==> config.mk <==
export PLATFORM = sky130hd
export DESIGN_NAME = mdu_div_iter
export DESIGN_NICKNAME = d
export VERILOG_FILES = /design/src/rtl/mdu_div_iter_pkg.sv /design/src/rtl/mdu_div_iter_div_step.sv /design/src/rtl/mdu_div_iter.sv
export SDC_FILE = /design/constraint.sdc
export NUM_CORES = 1
export LEC_CHECK = 0
export CAP_MARGIN = 20
export CORE_MARGIN = 2
export CORE_UTILIZATION = 42
export CTS_BUF_LIST = sky130_fd_sc_hd__clkbuf_4 sky130_fd_sc_hd__clkbuf_8
export DETAILED_ROUTE_END_ITERATION = 8
export PLACE_DENSITY = 0.63
export SYNTH_ARGS = -nofsm -noshare
export SYNTH_HDL_FRONTEND = slang
export SYNTH_SLANG_ARGS = --single-unit
==> constraint.sdc <==
create_clock -name clk -period 6.68 [get_ports clk]
set_input_delay 1.336 -clock clk [delete_from_list [all_inputs] [get_ports clk]]
set_output_delay 1.336 -clock clk [all_outputs]
set_load 0.05 [all_outputs]
==> src/rtl/mdu_div_iter_pkg.sv <==
// Shared definitions for the iterative divide unit: operation encodings
// (funct3[1:0]) and the controller state encoding.
package mdu_div_iter_pkg;

    typedef enum logic [1:0] {
        ST_IDLE  = 2'd0,
        ST_CALC  = 2'd1,
        ST_FIXUP = 2'd2,
        ST_DONE  = 2'd3
    } state_t;

    localparam logic [1:0] MDU_OP_DIV  = 2'b00;
    localparam logic [1:0] MDU_OP_DIVU = 2'b01;
    localparam logic [1:0] MDU_OP_REM  = 2'b10;
    localparam logic [1:0] MDU_OP_REMU = 2'b11;

    // Low bit of the op code clear means a signed operation (DIV, REM).
    function automatic logic is_signed_op(input logic [1:0] op);
        return ~op[0];
    endfunction

endpackage

==> src/rtl/mdu_div_iter_div_step.sv <==
// One restoring-division step: shifts the next dividend MSB (taken from the
// top of the quotient/dividend shifter) into the partial remainder, trial
// subtracts the divisor and retires one quotient bit into the shifter LSB.
module mdu_div_iter_div_step
    import mdu_div_iter_pkg::*;
#(
    parameter int XLEN = 32
) (
    input  logic [XLEN:0]   rem_in,
    input  logic [XLEN-1:0] quo_in,
    input  logic [XLEN-1:0] divisor,
    output logic [XLEN:0]   rem_out,
    output logic [XLEN-1:0] quo_out
);

    logic [XLEN:0]   shifted;
    logic [XLEN+1:0] trial;
    // The incoming remainder is always below the divisor, so its MSB is zero.
    logic            unused_rem_msb;

    assign unused_rem_msb = rem_in[XLEN];

    // Shift, trial subtract, and restore when the subtraction borrows.
    always_comb begin
        shifted = {rem_in[XLEN-1:0], quo_in[XLEN-1]};
        trial   = {1'b0, shifted} - {2'b00, divisor};
        if (trial[XLEN+1]) begin
            rem_out = shifted;
            quo_out = {quo_in[XLEN-2:0], 1'b0};
        end else begin
            rem_out = trial[XLEN:0];
            quo_out = {quo_in[XLEN-2:0], 1'b1};
        end
    end

endmodule

==> src/rtl/mdu_div_iter.sv <==
// Iterative RV32M/RV64M divider (DIV, DIVU, REM, REMU). Works on operand
// magnitudes with a restoring algorithm retiring BPC quotient bits per
// cycle, then fixes signs in a single FIXUP cycle. Divide-by-zero and the
// signed overflow case are answered directly with one-cycle latency.
module mdu_div_iter
    import mdu_div_iter_pkg::*;
#(
    parameter int XLEN = 32,
    parameter int BPC  = 1
) (
    input  logic            clk,
    input  logic            rst_n,
    input  logic            start_i,
    input  logic [1:0]      op_i,
    input  logic [XLEN-1:0] dividend_i,
    input  logic [XLEN-1:0] divisor_i,
    input  logic            flush_i,
    output logic            busy_o,
    output logic            valid_o,
    output logic [XLEN-1:0] result_o
);

    localparam int K  = XLEN / BPC;
    localparam int CW = $clog2(K) + 1;
    localparam logic [XLEN-1:0] MIN_INT = {1'b1, {(XLEN-1){1'b0}}};

    state_t          state;
    logic [CW-1:0]   counter;
    logic [XLEN:0]   rem;
    logic [XLEN-1:0] quo;           // dividend shifts out of the top, quotient in at the bottom
    logic [XLEN-1:0] divisor_mag;
    logic            neg_q;
    logic            neg_r;
    logic            op_rem;
    logic            busy;
    logic            valid;
    logic [XLEN-1:0] result;

    // Combinational chain of BPC restoring steps per CALC cycle.
    logic [XLEN:0]   rem_chain [BPC+1];
    logic [XLEN-1:0] quo_chain [BPC+1];

    assign rem_chain[0] = rem;
    assign quo_chain[0] = quo;

    generate
        for (genvar gi = 0; gi < BPC; gi++) begin : g_step
            mdu_div_iter_div_step #(.XLEN(XLEN)) u_step (
                .rem_in  (rem_chain[gi]),
                .quo_in  (quo_chain[gi]),
                .divisor (divisor_mag),
                .rem_out (rem_chain[gi+1]),
                .quo_out (quo_chain[gi+1])
            );
        end
    endgenerate

    logic            sign_a;
    logic            sign_b;
    logic [XLEN-1:0] a_mag;
    logic [XLEN-1:0] b_mag;
    logic            div_zero;
    logic            overflow;
    logic [XLEN-1:0] q_fix;
    logic [XLEN-1:0] r_fix;

    // Operand decode for launch, and sign fixup of the finished quotient/remainder.
    // Negation is modulo 2^XLEN, so |MIN_INT| comes out as the unsigned magnitude.
    always_comb begin
        sign_a   = is_signed_op(op_i) & dividend_i[XLEN-1];
        sign_b   = is_signed_op(op_i) & divisor_i[XLEN-1];
        a_mag    = sign_a ? -dividend_i : dividend_i;
        b_mag    = sign_b ? -divisor_i  : divisor_i;
        div_zero = (divisor_i == '0);
        overflow = is_signed_op(op_i) && (dividend_i == MIN_INT) && (divisor_i == '1);
        q_fix    = neg_q ? -quo : quo;
        r_fix    = neg_r ? -rem[XLEN-1:0] : rem[XLEN-1:0];
    end

    // Controller: flush wins over everything, otherwise step through the FSM.
    always_ff @(posedge clk or negedge rst_n) begin
        if (!rst_n) begin
            state       <= ST_IDLE;
            counter     <= '0;
            rem         <= '0;
            quo         <= '0;
            divisor_mag <= '0;
            neg_q       <= 1'b0;
            neg_r       <= 1'b0;
            op_rem      <= 1'b0;
            busy        <= 1'b0;
            valid       <= 1'b0;
            result      <= '0;
        end else if (flush_i) begin
            state <= ST_IDLE;
            busy  <= 1'b0;
            valid <= 1'b0;
        end else begin
            case (state)
                ST_IDLE, ST_DONE: begin
                    valid <= 1'b0;
                    if (start_i) begin
                        if (div_zero) begin
                            result <= op_i[1] ? dividend_i : '1;
                            valid  <= 1'b1;
                            state  <= ST_DONE;
                        end else if (overflow) begin
                            result <= op_i[1] ? '0 : MIN_INT;
                            valid  <= 1'b1;
                            state  <= ST_DONE;
                        end else begin
                            divisor_mag <= b_mag;
                            quo         <= a_mag;
                            rem         <= '0;
                            neg_q       <= sign_a ^ sign_b;
                            neg_r       <= sign_a;
                            op_rem      <= op_i[1];
                            counter     <= CW'(K);
                            busy        <= 1'b1;
                            state       <= ST_CALC;
                        end
                    end else begin
                        state <= ST_IDLE;
                    end
                end
                ST_CALC: begin
                    rem     <= rem_chain[BPC];
                    quo     <= quo_chain[BPC];
                    counter <= counter - CW'(1);
                    if (counter == CW'(1)) begin
                        state <= ST_FIXUP;
                    end
                end
                ST_FIXUP: begin
                    result <= op_rem ? r_fix : q_fix;
                    busy   <= 1'b0;
                    valid  <= 1'b1;
                    state  <= ST_DONE;
                end
                default: begin
                    state <= ST_IDLE;
                end
            endcase
        end
    end

    assign busy_o   = busy;
    assign valid_o  = valid;
    assign result_o = result;

endmodule
# Word-level counts from Yosys, hierarchy flattened

Index checks and enable logic that the tools add are counted.

Bitwise gates (word level): 7
Reduce and logical (&&, ||, !) cells: 12
Eq/ne operators: 14
Muxes and demuxes: 41
Shift-type cells: 0
$lt $le $gt $ge: 0
Div/mod/pow operators: 0
Add/sub/neg operators: 6
Multipliers: 0

Operators by type and width:

| cell                                                 | count |
|---|---|
| 2-to-1 mux 32 bit                                    | 17 |
| case mux 32 bit (2 select lines)                     | 3 |
| negator 32 bit                                       | 4 |
| equality test 32 bit (second input constant)         | 2 |
| subtractor 33 x 32 -> 34 bit                         | 1 |
| logical NOT 32 bit                                   | 1 |
| 2-to-1 mux 6 bit                                     | 3 |
| != test 3 bit (second input constant)                | 5 |
| case mux 6 bit (2 select lines)                      | 1 |
| 2-to-1 mux 2 bit                                     | 5 |
| AND reduction 5 bit                                  | 2 |
| 2-to-1 mux 1 bit                                     | 9 |
| AND reduction 4 bit                                  | 2 |
| equality test 6 x 1 -> 1 bit (second input constant) | 1 |
| != test 2 bit (second input constant)                | 3 |
| case mux 2 bit (3 select lines)                      | 1 |
| subtractor 6 x 1 -> 6 bit (second input constant)    | 1 |
| equality test 2 bit (second input constant)          | 2 |
| NOT 1 bit                                            | 4 |
| case mux 1 bit (2 select lines)                      | 2 |
| nonzero test 2 bit                                   | 2 |
| nonzero test 3 bit                                   | 1 |
| bitwise AND 1 bit                                    | 2 |
| equality test 2 x 1 -> 1 bit (second input constant) | 1 |
| 4 further kinds                                      | 5 |

Bits in registers: 141
Latch bits: 0
Bits in read-only memories: 0
Memories kept: 0
Bits of input ports: 70
Output and inout port bits: 34
Bits in writable memories: 0

# Depth between registers and ports, before layout

Depth in word-level cells: 8
Mapped depth: 14

# Hierarchy

From an unflattened synthesis, not the netlist that was laid out.

Cells, all modules: 1,528
Area, all modules: 12,239.2 um^2

By module, submodules not included:

| module                | area each (um^2) | cells an instance | instances |
|---|---|---|---|
| mdu_div_iter          | 9,625.5          | 1,132             | 1 |
| mdu_div_iter_div_step | 2,613.8          | 396               | 1 |

# Worst setup path before layout

No wires, ideal clock.

Path type: input -> register
Start point: input port dividend_i[10]
End point: register result[18], in the netlist result_o[18]
Setup time: 0.121 ns
Required time: 6.559 ns
Path buffers: 2
Arrival: 3.888 ns
Cell stages on the path: 11
Path slack: 2.671 ns
Path through: or4_4 -> or3_4 -> nor2_2 -> nand2_1 -> or4_4 -> o21ai_2 -> nand3_1 -> a21o_1 -> buf_4 -> buf_2 -> a22o_1

Longest elaborated chain between the ends: 5

RTL lines:

| element                         | RTL line            | RTL |
|---|---|---|
| from (decl)                     | mdu_div_iter.sv:15  | `input logic [XLEN-1:0] dividend_i,` |
| equality test 32 bit            | mdu_div_iter.sv:75  | `overflow = is_signed_op(op_i) && (dividend_i == MIN_INT) && (divisor_i == '1);` |
| logical AND 1 bit (2 in series) | mdu_div_iter.sv:75  |  |
| != test 3 bit (no line)         | --                  |  |
| AND reduction 4 bit (no line)   | --                  |  |
| to (signal assigned)            | mdu_div_iter.sv:104 | `result <= op_i[1] ? dividend_i : '1;` |
| to (signal assigned)            | mdu_div_iter.sv:108 | `result <= op_i[1] ? '0 : MIN_INT;` |
| to (signal assigned)            | mdu_div_iter.sv:135 | `result <= op_rem ? r_fix : q_fix;` |
| to (decl)                       | mdu_div_iter.sv:37  | `logic [XLEN-1:0] result;` |

No other way between the ends.
A chain may end at the register's enable or synchronous reset.

# Worst setup path in the final report

Start point: input port divisor_i[1]
End point: register rem[21]

Longest elaborated chain between the ends: 4
Elaborated cells between the ends (all ways): 6
Those cells by class: 3 x eq/ne; 3 x reduce/logical

RTL lines:

| element                           | RTL line            | RTL |
|---|---|---|
| from (decl)                       | mdu_div_iter.sv:16  | `input logic [XLEN-1:0] divisor_i,` |
| equality test 32 bit              | mdu_div_iter.sv:75  |  |
| logical AND 1 bit                 | mdu_div_iter.sv:75  |  |
| != test 2 bit (no line)           | --                  |  |
| AND reduction 5 bit (no line) (*) | --                  |  |
| to (signal assigned)              | mdu_div_iter.sv:127 | `rem <= rem_chain[BPC];` |
| to (decl)                         | mdu_div_iter.sv:29  | `logic [XLEN:0] rem;` |

Every way passes the cells marked *; elsewhere a longest branch is shown, timed or not.

==> run summary <==
- setup TNS: 0 ns
- Layout fillers: 2,547
- number of buffers inserted by post-CTS setup repair: 0
- synthesis warning total: 0
- cts repair resizes: 0
- overall routed net length: 30,740 um
- Overall Global Routing Usage: 23.17%
- standby leakage power: 5.443 nW
- first-pass GRT wire length: 49,820 um
- smallest hold slack: 0.4814 ns
- Worst Path Required: 6.97 ns
- CP Data Arrival Time: 4.99 ns
- setup slack on the worst flop-to-flop path: 2.28 ns
- layout cell share with drive strength beyond 1: 5.330%
- clock tree from TritonCTS: yes
- highest-count cells in the layout ignoring fill and taps: 152 x nand2_1, 143 x o21ai_0, 141 x dfrtp_1, 138 x a21oi_1, 109 x nor2_1
- slew at the pin closest to its max-slew limit: 1.029 ns
- Worst-Skew Late Latency: 0.47 ns
- worst setup skew after layout: 0.02046 ns
- Placer Congestion: 0.8777
- die boundary width: 165.0 um
- outcome: finished clean
- remaining max-slew budget at the tightest pin: 31.40%
- Antenna Nets Post-Route: 0
- post-synthesis async set-or-reset flop share: 100.0%
- Worst Setup End Kind: flop
- layout-stage area growth over the synthesis result: 14.96%
- Std-Cell Rows: 58
- Post-DP Area: 12,110 um^2
- Critical Path Fanout Max: 33
- total number of nets in the final design: 1,525
- initial drt markers: 864
- most common library cell in the layout ignoring fill and taps: nand2_1
- total via count in the routed design: 10,110
- Floorplan Core Area: 25,330 um^2
- number of I/O pins: 104
- CTS clk-pin slew, worst paths: 0.08 ns
- final clock period utilization by the worst path: 70.36%
- synthesized area divided by synthesized cell count: 8.041 um^2
- Finish-stage setup viols: 0
- post-synthesis cell area: 10,890 um^2
- total power consumption of the routed design: 4.508 mW
- pwr/cell area: 360.1 nW/um^2
- f_max: 212.8 MHz
- Inserted Clock Buffers: 17
- hold-fix buffers at CTS: 0
- clock tree sinks: 141
- unrepaired setup endpoints after global routing: false
- Post-route DRC: 0
- share of the yosys chip area belonging to registers: 32.41%
- diode count: 0
- post-synthesis cell type count: 67
- die area: 27,230 um^2
- pin count of the biggest net entering global routing: 77
- number of pins with negative max-slew slack in the final report: 0
- port buffer count: 103
- initial cell density of the core: 42.99%
- count of flip-flops with a built-in enable after synthesis: 0
- Critical Path Source Type: input port
- instance count of the mapped netlist: 1,354
- Clock Tree Root: clkbuf_8
- pre-CTS WS: 1.498 ns
- detailed-route wire length per cell: 17.50 um
- post-route minimum period: 4.700 ns
- Max Cap Violations: 0
- number of levels in the clock H-tree: 4
- Detailed Routing Iterations Pass 1: 7
- Yosys reg bits: 141
- number of cells traversed by the worst register-to-register path: 14
- worst hold path cell count: 2
- worst setup margin: 1.980 ns
- vias in the first global route: 9,480
- post-detailed-placement half-perimeter wirelength: 22,750 um
- critical path class: in -> reg
- vertical die dimension: 165.0 um
- maximum buffer depth of the clock tree: 2
- total gr overflow: 0
- Hold Fails Final Rpt: 0
- Post-Syn Nets: 1,466
- type of the tightest min-delay check: reg -> reg
- antenna violations before repair: 0
- final instance area: 12,520 um^2
- Most used DFF post-synth: dfrtp_1
- IR drop worst, VDD: 0.0002260 V
- drt via density: 5.755
cell type report:
class / count / area (um^2) / area share [%]
Timing Repair Buffer: 115 / 1147 / 9.166
Sequential cell: 141 / 3528 / 28.19
Tap cell: 330 / 412.9 / 3.299
Clock buffer: 19 / 261.5 / 2.089
Clock inverter: 13 / 115.1 / 0.9196
Multi-Input combinational cell: 1078 / 6827 / 54.54
Inverter: 60 / 225.2 / 1.799
power by group:
part / switching (mW) / leakage, nW / internal, mW
Sequential: 0.338 / 1.79 / 1.16
Combinational: 1.45 / 3.47 / 0.885
Clock: 0.355 / 0.184 / 0.314
Total: 2.14 / 5.44 / 2.36
cells by family after synthesis:
kind of cell               share of synthesized area, %
AOI/OAI and AO/OA                                 24.96
xor gates and xnor gates                          11.18
adders and majority gates                         4.895
muxes                                             3.034
and+or+nand+nor                                   18.51
buffers and inverters                             5.010
DFF                                               32.41
cell usage after synthesis, types with 16 or more instances:
library cell | n | area [um^2]
a21o_1 | 17 | 127.6
a21oi_1 | 138 | 690.7
a22o_1 | 20 | 175.2
a31oi_1 | 17 | 106.4
clkbuf_1 | 56 | 210.2
dfrtp_1 | 141 | 3528
ha_1 | 41 | 513.0
inv_1 | 60 | 225.2
mux2i_1 | 33 | 330.3
nand2_1 | 152 | 570.6
nand4_1 | 16 | 100.1
nor2_1 | 109 | 409.1
nor3_1 | 26 | 130.1
o21ai_0 | 143 | 715.7
o22ai_1 | 16 | 100.1
o31ai_1 | 29 | 217.7
or3_1 | 19 | 118.9
xnor2_1 | 75 | 656.9
xor2_1 | 64 | 560.5
path summary, 6_finish.rpt:
| kind | startpoint | endpoint |
|---|---|---|
| setup / recovery | divisor_i[1] | rem[21] |
| max in group asynchronous | rst_n | divisor_mag[21] |
| min in group asynchronous | rst_n | result_o[7] |
| setup reg to reg | quo[31] | rem[28] |
| hold / removal | divisor_mag[23] | divisor_mag[23] |
| hold reg to reg | divisor_mag[23] | divisor_mag[23] |
stage by stage:
| stage | utilization [%] | std cells |
|---|---|---|
| detailed placement | 47.83 | 1722 |
| global route | 49.42 | 1756 |
| global placement | 47.83 | 1722 |
| floorplan | - | 1354 |
| finish | 49.42 | 1756 |
| CTS | 49.31 | 1754 |
registers in the layout, indices dropped and copies added, names as in the netlist, 2 cells and up:
name	flops
state	2
counter	6
result_o	32
divisor_mag	32
rem	32
quo	32
critical path: stages:
cell,delay (ns)
clkdlybuf4s50_1,0.47
inv_1,0.12
ha_1,0.23
nor2b_1,0.19
nand4b_1,0.20
or4_1,0.61
or4_4,0.54
o211ai_2,0.12
a211oi_1,0.12
nand2_1,0.80
o21ai_0,0.23
routing by layer:
metal / track usage [%] / part of all wire (%) / vias to the layer above
met4: 8.063 / 2.7 / 0
met2: 36.33 / 45 / 319
met3: 3.039 / 5.5 / 48
met5: 0 / 0 / -
li1: - / - / 4960
met1: 32.80 / 47 / 4779
Note: power is estimated with default switching activity, not from simulation.
